`src/rtl/ram_arbiter.sv`:
```
// Two-port arbiter for a single-port synchronous RAM: port A (boot loader) and port B (core/scan).
// Every access is a fixed IDLE -> ACCESS -> WAIT -> DONE sequence; boot_hold locks out new B grants.
module ram_arbiter #(
    parameter int ADDR_W = 8,
    parameter int DATA_W = 8
) (
    input  logic              clk,
    input  logic              rst_n,
    input  logic              ce,
    input  logic              boot_hold,
    input  logic              a_req,
    input  logic              a_rw,
    input  logic [ADDR_W-1:0] a_adr,
    input  logic [DATA_W-1:0] a_wdata,
    input  logic              b_req,
    input  logic              b_rw,
    input  logic [ADDR_W-1:0] b_adr,
    input  logic [DATA_W-1:0] b_wdata,
    output logic              a_ack,
    output logic [DATA_W-1:0] a_rdata,
    output logic              b_ack,
    output logic [DATA_W-1:0] b_rdata,
    output logic              ram_enable,
    output logic              ram_rw,
    output logic [ADDR_W-1:0] ram_adr,
    output logic [DATA_W-1:0] ram_in,
    input  logic [DATA_W-1:0] ram_out,
    output logic              busy,
    output logic              grant_b
);

    localparam logic [1:0] S_IDLE   = 2'd0;
    localparam logic [1:0] S_ACCESS = 2'd1;
    localparam logic [1:0] S_WAIT   = 2'd2;
    localparam logic [1:0] S_DONE   = 2'd3;

    logic [1:0]        state_q, state_d;
    logic              ram_enable_q, ram_enable_d;
    logic              ram_rw_q, ram_rw_d;
    logic [ADDR_W-1:0] ram_adr_q, ram_adr_d;
    logic [DATA_W-1:0] ram_in_q, ram_in_d;
    logic              grant_b_q, grant_b_d;
    logic              last_owner_q, last_owner_d;
    logic              busy_q, busy_d;
    logic              a_ack_q, a_ack_d;
    logic              b_ack_q, b_ack_d;
    logic [DATA_W-1:0] a_rdata_q, a_rdata_d;
    logic [DATA_W-1:0] b_rdata_q, b_rdata_d;

    logic a_elig, b_elig, pick_b;

    assign a_elig = a_req;
    assign b_elig = b_req & ~boot_hold;
    // On a tie, the port that did not own the last transaction wins.
    assign pick_b = b_elig & (~a_elig | ~last_owner_q);

    always_comb begin
        state_d      = state_q;
        ram_enable_d = ram_enable_q;
        ram_rw_d     = ram_rw_q;
        ram_adr_d    = ram_adr_q;
        ram_in_d     = ram_in_q;
        grant_b_d    = grant_b_q;
        last_owner_d = last_owner_q;
        busy_d       = busy_q;
        a_ack_d      = a_ack_q;
        b_ack_d      = b_ack_q;
        a_rdata_d    = a_rdata_q;
        b_rdata_d    = b_rdata_q;

        if (ce) begin
            case (state_q)
                S_IDLE: begin
                    if (a_elig || b_elig) begin
                        ram_rw_d     = pick_b ? b_rw : a_rw;
                        ram_adr_d    = pick_b ? b_adr : a_adr;
                        ram_in_d     = pick_b ? b_wdata : a_wdata;
                        ram_enable_d = 1'b1;
                        grant_b_d    = pick_b;
                        last_owner_d = pick_b;
                        busy_d       = 1'b1;
                        state_d      = S_ACCESS;
                    end
                end
                S_ACCESS: begin
                    ram_enable_d = 1'b0;
                    state_d      = S_WAIT;
                end
                S_WAIT: begin
                    // RAM read data is valid the cycle after the strobe.
                    if (!ram_rw_q) begin
                        if (grant_b_q) b_rdata_d = ram_out;
                        else           a_rdata_d = ram_out;
                    end
                    if (grant_b_q) b_ack_d = 1'b1;
                    else           a_ack_d = 1'b1;
                    state_d = S_DONE;
                end
                default: begin
                    a_ack_d = 1'b0;
                    b_ack_d = 1'b0;
                    busy_d  = 1'b0;
                    state_d = S_IDLE;
                end
            endcase
        end
    end

    always_ff @(posedge clk or negedge rst_n) begin
        if (!rst_n) begin
            state_q      <= S_IDLE;
            ram_enable_q <= 1'b0;
            ram_rw_q     <= 1'b0;
            ram_adr_q    <= '0;
            ram_in_q     <= '0;
            grant_b_q    <= 1'b0;
            last_owner_q <= 1'b1;
            busy_q       <= 1'b0;
            a_ack_q      <= 1'b0;
            b_ack_q      <= 1'b0;
            a_rdata_q    <= '0;
            b_rdata_q    <= '0;
        end else begin
            state_q      <= state_d;
            ram_enable_q <= ram_enable_d;
            ram_rw_q     <= ram_rw_d;
            ram_adr_q    <= ram_adr_d;
            ram_in_q     <= ram_in_d;
            grant_b_q    <= grant_b_d;
            last_owner_q <= last_owner_d;
            busy_q       <= busy_d;
            a_ack_q      <= a_ack_d;
            b_ack_q      <= b_ack_d;
            a_rdata_q    <= a_rdata_d;
            b_rdata_q    <= b_rdata_d;
        end
    end

    assign ram_enable = ram_enable_q;
    assign ram_rw     = ram_rw_q;
    assign ram_adr    = ram_adr_q;
    assign ram_in     = ram_in_q;
    assign grant_b    = grant_b_q;
    assign busy       = busy_q;
    assign a_ack      = a_ack_q;
    assign b_ack      = b_ack_q;
    assign a_rdata    = a_rdata_q;
    assign b_rdata    = b_rdata_q;

endmodule

```
`config.mk`:
```
export PLATFORM = sky130hd
export DESIGN_NAME = ram_arbiter
export DESIGN_NICKNAME = d
export VERILOG_FILES = /design/src/rtl/ram_arbiter.sv
export SDC_FILE = /design/constraint.sdc
export NUM_CORES = 1
export LEC_CHECK = 0
export ABC_AREA = 1
export CAP_MARGIN = 15
export CORE_UTILIZATION = 46
export DETAILED_ROUTE_END_ITERATION = 16
export PLACE_DENSITY_LB_ADDON = 0.25
export SLEW_MARGIN = 20
export SYNTH_ARGS = -nofsm -noshare
export SYNTH_HDL_FRONTEND = slang
export SYNTH_SLANG_ARGS = --single-unit
```
`constraint.sdc`:
```
create_clock -name clk -period 4.44 [get_ports clk]
set_clock_uncertainty 0.15 [all_clocks]
set_input_delay 0.888 -clock clk [delete_from_list [all_inputs] [get_ports clk]]
set_output_delay 0.888 -clock clk [all_outputs]
set_load 0.01 [all_outputs]
```
After elaboration in Yosys (flattened, before gate mapping) --
Index checks and enable logic that the tools add are counted.
Operators by class: equality and inequality tests 5, mux-type cells 12, bitwise logic cells 10, reductions and logical operators 13
Operator list (number):
- $mux W8 | 2
- $reduce_and A3 Y1 | 5
- $pmux W1 S2 | 4
- $reduce_and A4 Y1 | 2
- $not A1 Y1 | 7
- $ne A2 B2 Y1 const B | 3
- $pmux W2 S3 | 1
- $mux W1 | 4
- $reduce_or A2 Y1 | 2
- $and A1 B1 Y1 | 2
- $eq A2 B1 Y1 const B | 1
- $eq A2 B2 Y1 const B | 1
- $logic_not A2 Y1 | 1
- $mux W2 | 1
- $reduce_and A2 Y1 | 1
- $reduce_bool A2 Y1 | 1
- $logic_or A1 B1 Y1 | 1
- $or A1 B1 Y1 | 1
Storage, ports and cells: flip-flop bits (word level) 41, input bits 48

Depth between registers and ports, before layout --
Gate-level depths: netlist (run 1).
depth after elaboration 5, depth in mapped cells 8, depth with buffers taken out 8

Least setup slack after synthesis (run 1) --
No wires, ideal clock.
path kind input to register, start point in b_req, end point reg ram_rw_q (netlist: ram_rw), library setup time 0.116 ns, arrival time 1.580 ns, required time 4.174 ns, slack 2.594 ns, stages on the path 7, cells stage by stage buf_4 > nand2_2 > a21oi_2 > inv_2 > buf_6 > nand2_1 > nand2_1
Between the ends: cells in the longest elaborated chain, start to end 3, elaborated cells on any way between the ends 5, those cells by class mux: 1; bitwise: 2; reduce/logical: 2
Ends and longest elaborated chain:
- from (decl) | RTL line 15 | input logic b_req,
- $and A1 B1 Y1 (*) | RTL line 53 | assign b_elig = b_req & ~boot_hold;
- $and A1 B1 Y1 or $logic_or A1 B1 Y1 (tied branches) | RTL line 55, 74
- $mux W1 or $reduce_and A3 Y1 (tied branches)
- to (signal assigned) | RTL line 126 | ram_rw_q <= ram_rw_d;
- to (decl) | RTL line 39 | logic ram_rw_q, ram_rw_d;
Every way passes the cells marked *; elsewhere a longest branch is shown, timed or not. A chain may end at the register's enable or synchronous reset.

Worst setup path after layout (run 1) --
start point in b_req, end point reg ram_in_q[2] (netlist: ram_in[2])
Between the ends: cells in the longest elaborated chain, start to end 3, elaborated cells on any way between the ends 5, those cells by class mux: 1; bitwise: 2; reduce/logical: 2
Ends and longest elaborated chain:
- $and A1 B1 Y1 (*) | RTL line 53
- $and A1 B1 Y1 or $logic_or A1 B1 Y1 (tied branches) | RTL line 55, 74
- $mux W8 or $reduce_and A3 Y1 (tied branches)
- to (signal assigned) | RTL line 128 | ram_in_q <= ram_in_d;
- to (decl) | RTL line 41 | logic [DATA_W-1:0] ram_in_q, ram_in_d;
Marked as above.

==> results.ini, run 1 <==
[cts]
cts_setup_buffers = 0
cts_root_buf = clkbuf_8
cts_htree_levels = 2
cts_max_path_buffers = 2
cts_hold_buf = 0
cts.repair.resized = 0
cts_inserted_buffers = 5
cts_tree = built
clk_pin_slew_ns = 0.07
insertion_delay_ns = 0.28
clock_sinks = 41

[yosys]
ys_async_sr_fraction_pct = 100
synth_cells = 247
synth_edf_count = 0
synth_largest_area_cell = dfrtp_1
ys.flop_type = dfrtp_1
synth_simple_gate_area_share_pct = 31.8
synth.top_cell.area_share_pct = 49.1
synth_xor_area_share_pct = 0
synth_area_leaders = dfrtp_1, nand2_1, nand4_1, o21ai_2, inv_1
synth.avg_cell_area_um2 = 8.25
synth_top_family_by_area = simple AND/OR/NAND/NOR gates
yosys.area_share.adder_pct = 3.07
synth_mux_area_share_pct = 0
ys_warn_count = 0
seq_area_frac_synth_pct = 50.4
synth_seq_cells = 41
syn_area_um2 = 2040
synth_compound_area_share_pct = 7.31
synth_nets = 300
ys_types = 22

[routing]
first_pass_iters = 4
drt-initial-drc-count = 112
avgViaCountPerCell = 4.95
ant_nets = 0
wirelength_um = 4840
post-route-drc-count = 0
routedWlPerCell_um = 12.7
num_vias = 1880

[sta]
finalCritPeriodShare_pct = 71.9
timing.fmax_mhz = 313
slew_headroom_pct = 41.5
setup_viol = 0
hold_violations = 0
rsz0062_at_grt = false
period_minus_slack_ns = 3.19
totalNegativeSetupSlack_ns = 0
tightest_slew_ns = 0.878
finalMaxSlewViolations = 0

[final_layout]
multi_input_area_um2 = 860
area_growth_pct = 46.5
nets = 382
num_antenna_cells = 0
drive_gt1_share_pct = 8.18
fillers = 327
register_area_um2 = 1030
fin_area_um2 = 2990

[global_routing]
grt_pass1_wl_um = 7800
grt_pass1_vias = 1751
antenna_found_initial = 0
grt.total_usage_pct = 22.8
grt_max_degree = 42
grt-ovfl-total = 0

[critical_path]
reg2reg_depth = 7
crit_start = b_req
ff2ff_setup_slack_ns = 2.09
regToRegEndpoint = ram_in[2]$_DFFE_PN0P_
startpoint_type = primary input
required_ns = 4.46
crit_type = in -> reg
crit-reg2reg-launch = state_q[0]$_DFFE_PN0P_
end_kind = register
cp_max_fo = 21
crit_arrival_ns = 3.21

[worst_hold_path]
hold_path_depth = 2
hp-start = last_owner_q$_DFFE_PN1P_
hp-class = reg -> reg
hold_end = last_owner_q$_DFFE_PN1P_

[placement]
finalWeightedCongestion = 0.788
dpl.hpwl_um = 3520
dpl_cell_area_um2 = 2870
io_buffers = 85

[floorplan]
dieArea_um2 = 4700
fp-row-count = 23
initial_core_util_pct = 49.5
io_pins = 86
chipHeight_um = 68.6
die_x_um = 68.6
core_um2 = 4120

[pwr]
power_mw = 1.78
irDropWorstVdd_v = 0.000346
p_per_area_nw_per_um2 = 595
p_leak_nw = 1.50

[job]
drv_cap = 0

[status]
status = finished, final reports clean

==> sequential cells by signal (all words and copies together) (netlist names) <==
name / flops
a_rdata: 8
b_rdata: 8
ram_adr: 8
ram_in: 8
state_q: 2
a_ack: 1
b_ack: 1
busy: 1
grant_b: 1
last_owner_q: 1
ram_enable: 1
ram_rw: 1
==> routing by layer <==
layer,vias to the layer above,global-route usage (%),part of all wire [%]
met4,0,9.11,1.6
met5,-,0,0
li1,941,-,-
met1,861,27.9,42
met3,10,6.09,5.3
met2,68,37.9,51
==> critical path, stage by stage <==
cell,delay [ns]
clkdlybuf4s50_1,0.90
nand2_2,0.12
a21oi_2,0.73
inv_2,0.33
nand2_1,0.15
nand2_1,0.08
==> placed cells by master (no fill, tap or decap), drive strengths merged <==
cell / count
nand2: 122
clkdlybuf4s50: 84
dfrtp: 40
inv: 20
o21ai: 19
nand4: 17
clkbuf: 7
nand3: 6
ha: 5
nor2: 3
a21oi: 1
a22oi: 1
nand3b: 1
o21bai: 1
bufinv: 1
buf: 1
dfstp: 1
==> cell families (layout without fill, tap and decap cells) <==
logic type	Yosys count	after routing
buffers and inverters	30	113
AO/OA/AOI/OAI	22	22
adder cells (fa/ha/maj)	5	5
AND/OR/NAND/NOR	149	149
flip-flops	41	41
==> metrics by stage <==
stage / std cells / utilization [%] / setup slack [ns] / hold slack, ns
3_5_place_dp: 372 / 69.7 / 0.973 / 0.315
5_1_grt: 380 / 72.6 / 1.09 / 0.362
6_report: 380 / 72.6 / 1.25 / 0.323
4_1_cts: 380 / 72.6 / 1.28 / 0.327
2_1_floorplan: 247 / - / 2.59 / 0.299
3_3_place_gp: 372 / 69.7 / 1.07 / 0.309
==> where the power goes <==
part | switching [mW] | internal [mW] | total, mW
clock | 0.123 | 0.183 | 0.306
combinational | 0.382 | 0.431 | 0.813
sequential | 0.112 | 0.546 | 0.659
total | 0.617 | 1.16 | 1.78
==> synth_stat cells (3+ instances only) <==
master and n:
nand2_1 120, dfrtp_1 40, inv_1 17, nand4_1 17, o21ai_1 8, o21ai_2 8
ha_1 5, buf_2 4, nand3_1 4, buf_4 3, buf_6 3, inv_2 3
o21ai_0 3
==> how the worst max path moves through the flow <==
stage / slack (ns) / endpoint / depth (start not counted)
after global routing: 1.09 / ram_adr[7]$_DFFE_PN0P_ / 6
after floorplan: 2.59 / ram_rw$_DFFE_PN0P_ / 7
after detailed placement: 0.97 / ram_in[2]$_DFFE_PN0P_ / 6
after CTS: 1.28 / ram_in[2]$_DFFE_PN0P_ / 6
after global placement: 1.07 / ram_in[3]$_DFFE_PN0P_ / 6
final: 1.25 / ram_in[2]$_DFFE_PN0P_ / 6
==> cell type report <==
| cell class | instances | area share, % |
|---|---|---|
| sequential | 41 | 34.4 |
| multi-input combinational | 176 | 28.8 |
| timing repair buffer | 85 | 28.3 |
| clock buffer | 7 | 2.89 |
| inverter | 20 | 2.51 |
| tap | 50 | 2.09 |
| clock inverter | 1 | 1.01 |
(Power assumes the default switching activity.)
==> inputs of run 2 (changes only) <==
--- a/config.mk
+++ b/config.mk
@@ -7,7 +7,7 @@
 export LEC_CHECK = 0
 export ABC_AREA = 1
 export CAP_MARGIN = 15
-export CORE_UTILIZATION = 46
+export CORE_UTILIZATION = 42
 export DETAILED_ROUTE_END_ITERATION = 16
 export PLACE_DENSITY_LB_ADDON = 0.25
 export SLEW_MARGIN = 20
==> constraint.sdc (replaced) <==
create_clock -name clk -period 3.34 [get_ports clk]
set_clock_uncertainty 0.15 [all_clocks]
set_input_delay 0.668 -clock clk [delete_from_list [all_inputs] [get_ports clk]]
set_output_delay 0.668 -clock clk [all_outputs]
set_load 0.01 [all_outputs]
==> results.ini, run 2 (same netlist as run 1, synthesis figures left out) <==
[placement]
dp_cells = 376
finalWeightedCongestion = 0.823
dpl_cell_area_um2 = 2890
dp_slack_ns = 0.941
io_buffers = 85
dpl.hpwl_um = 3450

[sta]
period_minus_slack_ns = 2.16
setup_viol = 0
rsz0062_at_grt = false
finalCritPeriodShare_pct = 64.8
timing.fmax_mhz = 462
hold_ws_ns = 0.323
setup_ws_ns = 1.18
finalMaxSlewViolations = 0
totalNegativeSetupSlack_ns = 0
tightest_slew_ns = 0.899
hold_violations = 0
slew_headroom_pct = 40.0

[pwr]
irDropWorstVdd_v = 0.000435
p_per_area_nw_per_um2 = 786
power_mw = 2.36
p_leak_nw = 1.51

[global_routing]
grt_pass1_vias = 1776
antenna_found_initial = 0
grt-ovfl-total = 0
grt.total_usage_pct = 20.8
grt_max_degree = 42
grt_pass1_wl_um = 8160

[critical_path]
required_ns = 2.52
cp_num_buf_inv = 1
crit_type = reg -> out
cpLargestDelayFamily = buffers and inverters
cp_max_fo = 6
crit_arrival_ns = 1.35
end_kind = output port
startpoint_type = register
critPathMaxStageDelay_ns = 0.58
crit_chain = clkdlybuf4s50_1
cpMaxStageDelayCell = clkdlybuf4s50_1

[routing]
routedWlPerCell_um = 12.7
wirelength_um = 4880
ant_nets = 0
avgViaCountPerCell = 4.83
num_vias = 1854
drt-initial-drc-count = 107
post-route-drc-count = 0
first_pass_iters = 4

[cts]
insertion_delay_ns = 0.29
cts_htree_levels = 2
cts_tree = built
cts.repair.resized = 0
cts_inserted_buffers = 5
cts_root_buf = clkbuf_8
cts_hold_buf = 0
clk_pin_slew_ns = 0.08
clock_sinks = 41
cts_setup_buffers = 0
cts_max_path_buffers = 2

[floorplan]
core_um2 = 4500
io_pins = 86
die_x_um = 71.7
initial_core_util_pct = 45.3
dieArea_um2 = 5140
fp-row-count = 24
chipHeight_um = 71.7

[job]
drv_cap = 0

[final_layout]
area_growth_pct = 47.6
register_area_um2 = 1030
fin_cells = 384
fillers = 384
final_common_cell = nand2_1
nets = 384
num_antenna_cells = 0
multi_input_area_um2 = 860
fin_area_um2 = 3010
fin_util_pct = 66.8
drive_gt1_share_pct = 9.04
layout_common_cells = nand2_1, clkdlybuf4s50_1, dfrtp_1, inv_1, nand4_1

[status]
status = finished, final reports clean

[worst_hold_path]
hp-class = reg -> reg

==> run 2: cell count changes in the layout (fill, tap and decap cells not counted) <==
cell / before / now
clkbuf_1: 1 / 0
clkinvlp_4: 0 / 1
buf_4: 0 / 2
==> run 2: metal layers <==
layer	vias up	GRT usage (%)	routed length [µm]	part of all wire, %
li1	948	-	-	-
met5	-	0	0	0
met1	842	26.7	2150	44
met3	4	5.49	258	5.3
met4	0	6.54	43	0.88
met2	60	34.3	2420	50
==> run 2: cell type report <==
cell class | count | share of cell area (%)
Sequential cell | 41 | 34.2
Tap cell | 52 | 2.16
Clock inverter | 2 | 1.25
Timing Repair Buffer | 87 | 28.6
Inverter | 20 | 2.50
Multi-Input combinational cell | 176 | 28.6
Clock buffer | 6 | 2.75
==> run 2: worst paths after layout <==
path	startpoint	end	slack, ns	cells past startpoint
max	grant_b$_DFFE_PN0P_	grant_b	1.18	1
min	busy$_DFFE_PN0P_	busy$_DFFE_PN0P_	0.32	2
max reg2reg	state_q[0]$_DFFE_PN0P_	b_rdata[6]$_DFFE_PN0P_	1.64	5
min reg2reg	busy$_DFFE_PN0P_	busy$_DFFE_PN0P_	0.32	2
max in group asynchronous	rst_n	a_rdata[3]$_DFFE_PN0P_	2.12	1
min in group asynchronous	rst_n	ram_in[5]$_DFFE_PN0P_	0.34	1
==> run 2: power by group <==
part	switching [mW]	internal (mW)	leakage [nW]	total (mW)
clock	0.174	0.243	0.0574	0.417
sequential	0.142	0.726	0.519	0.868
combinational	0.500	0.577	0.929	1.08
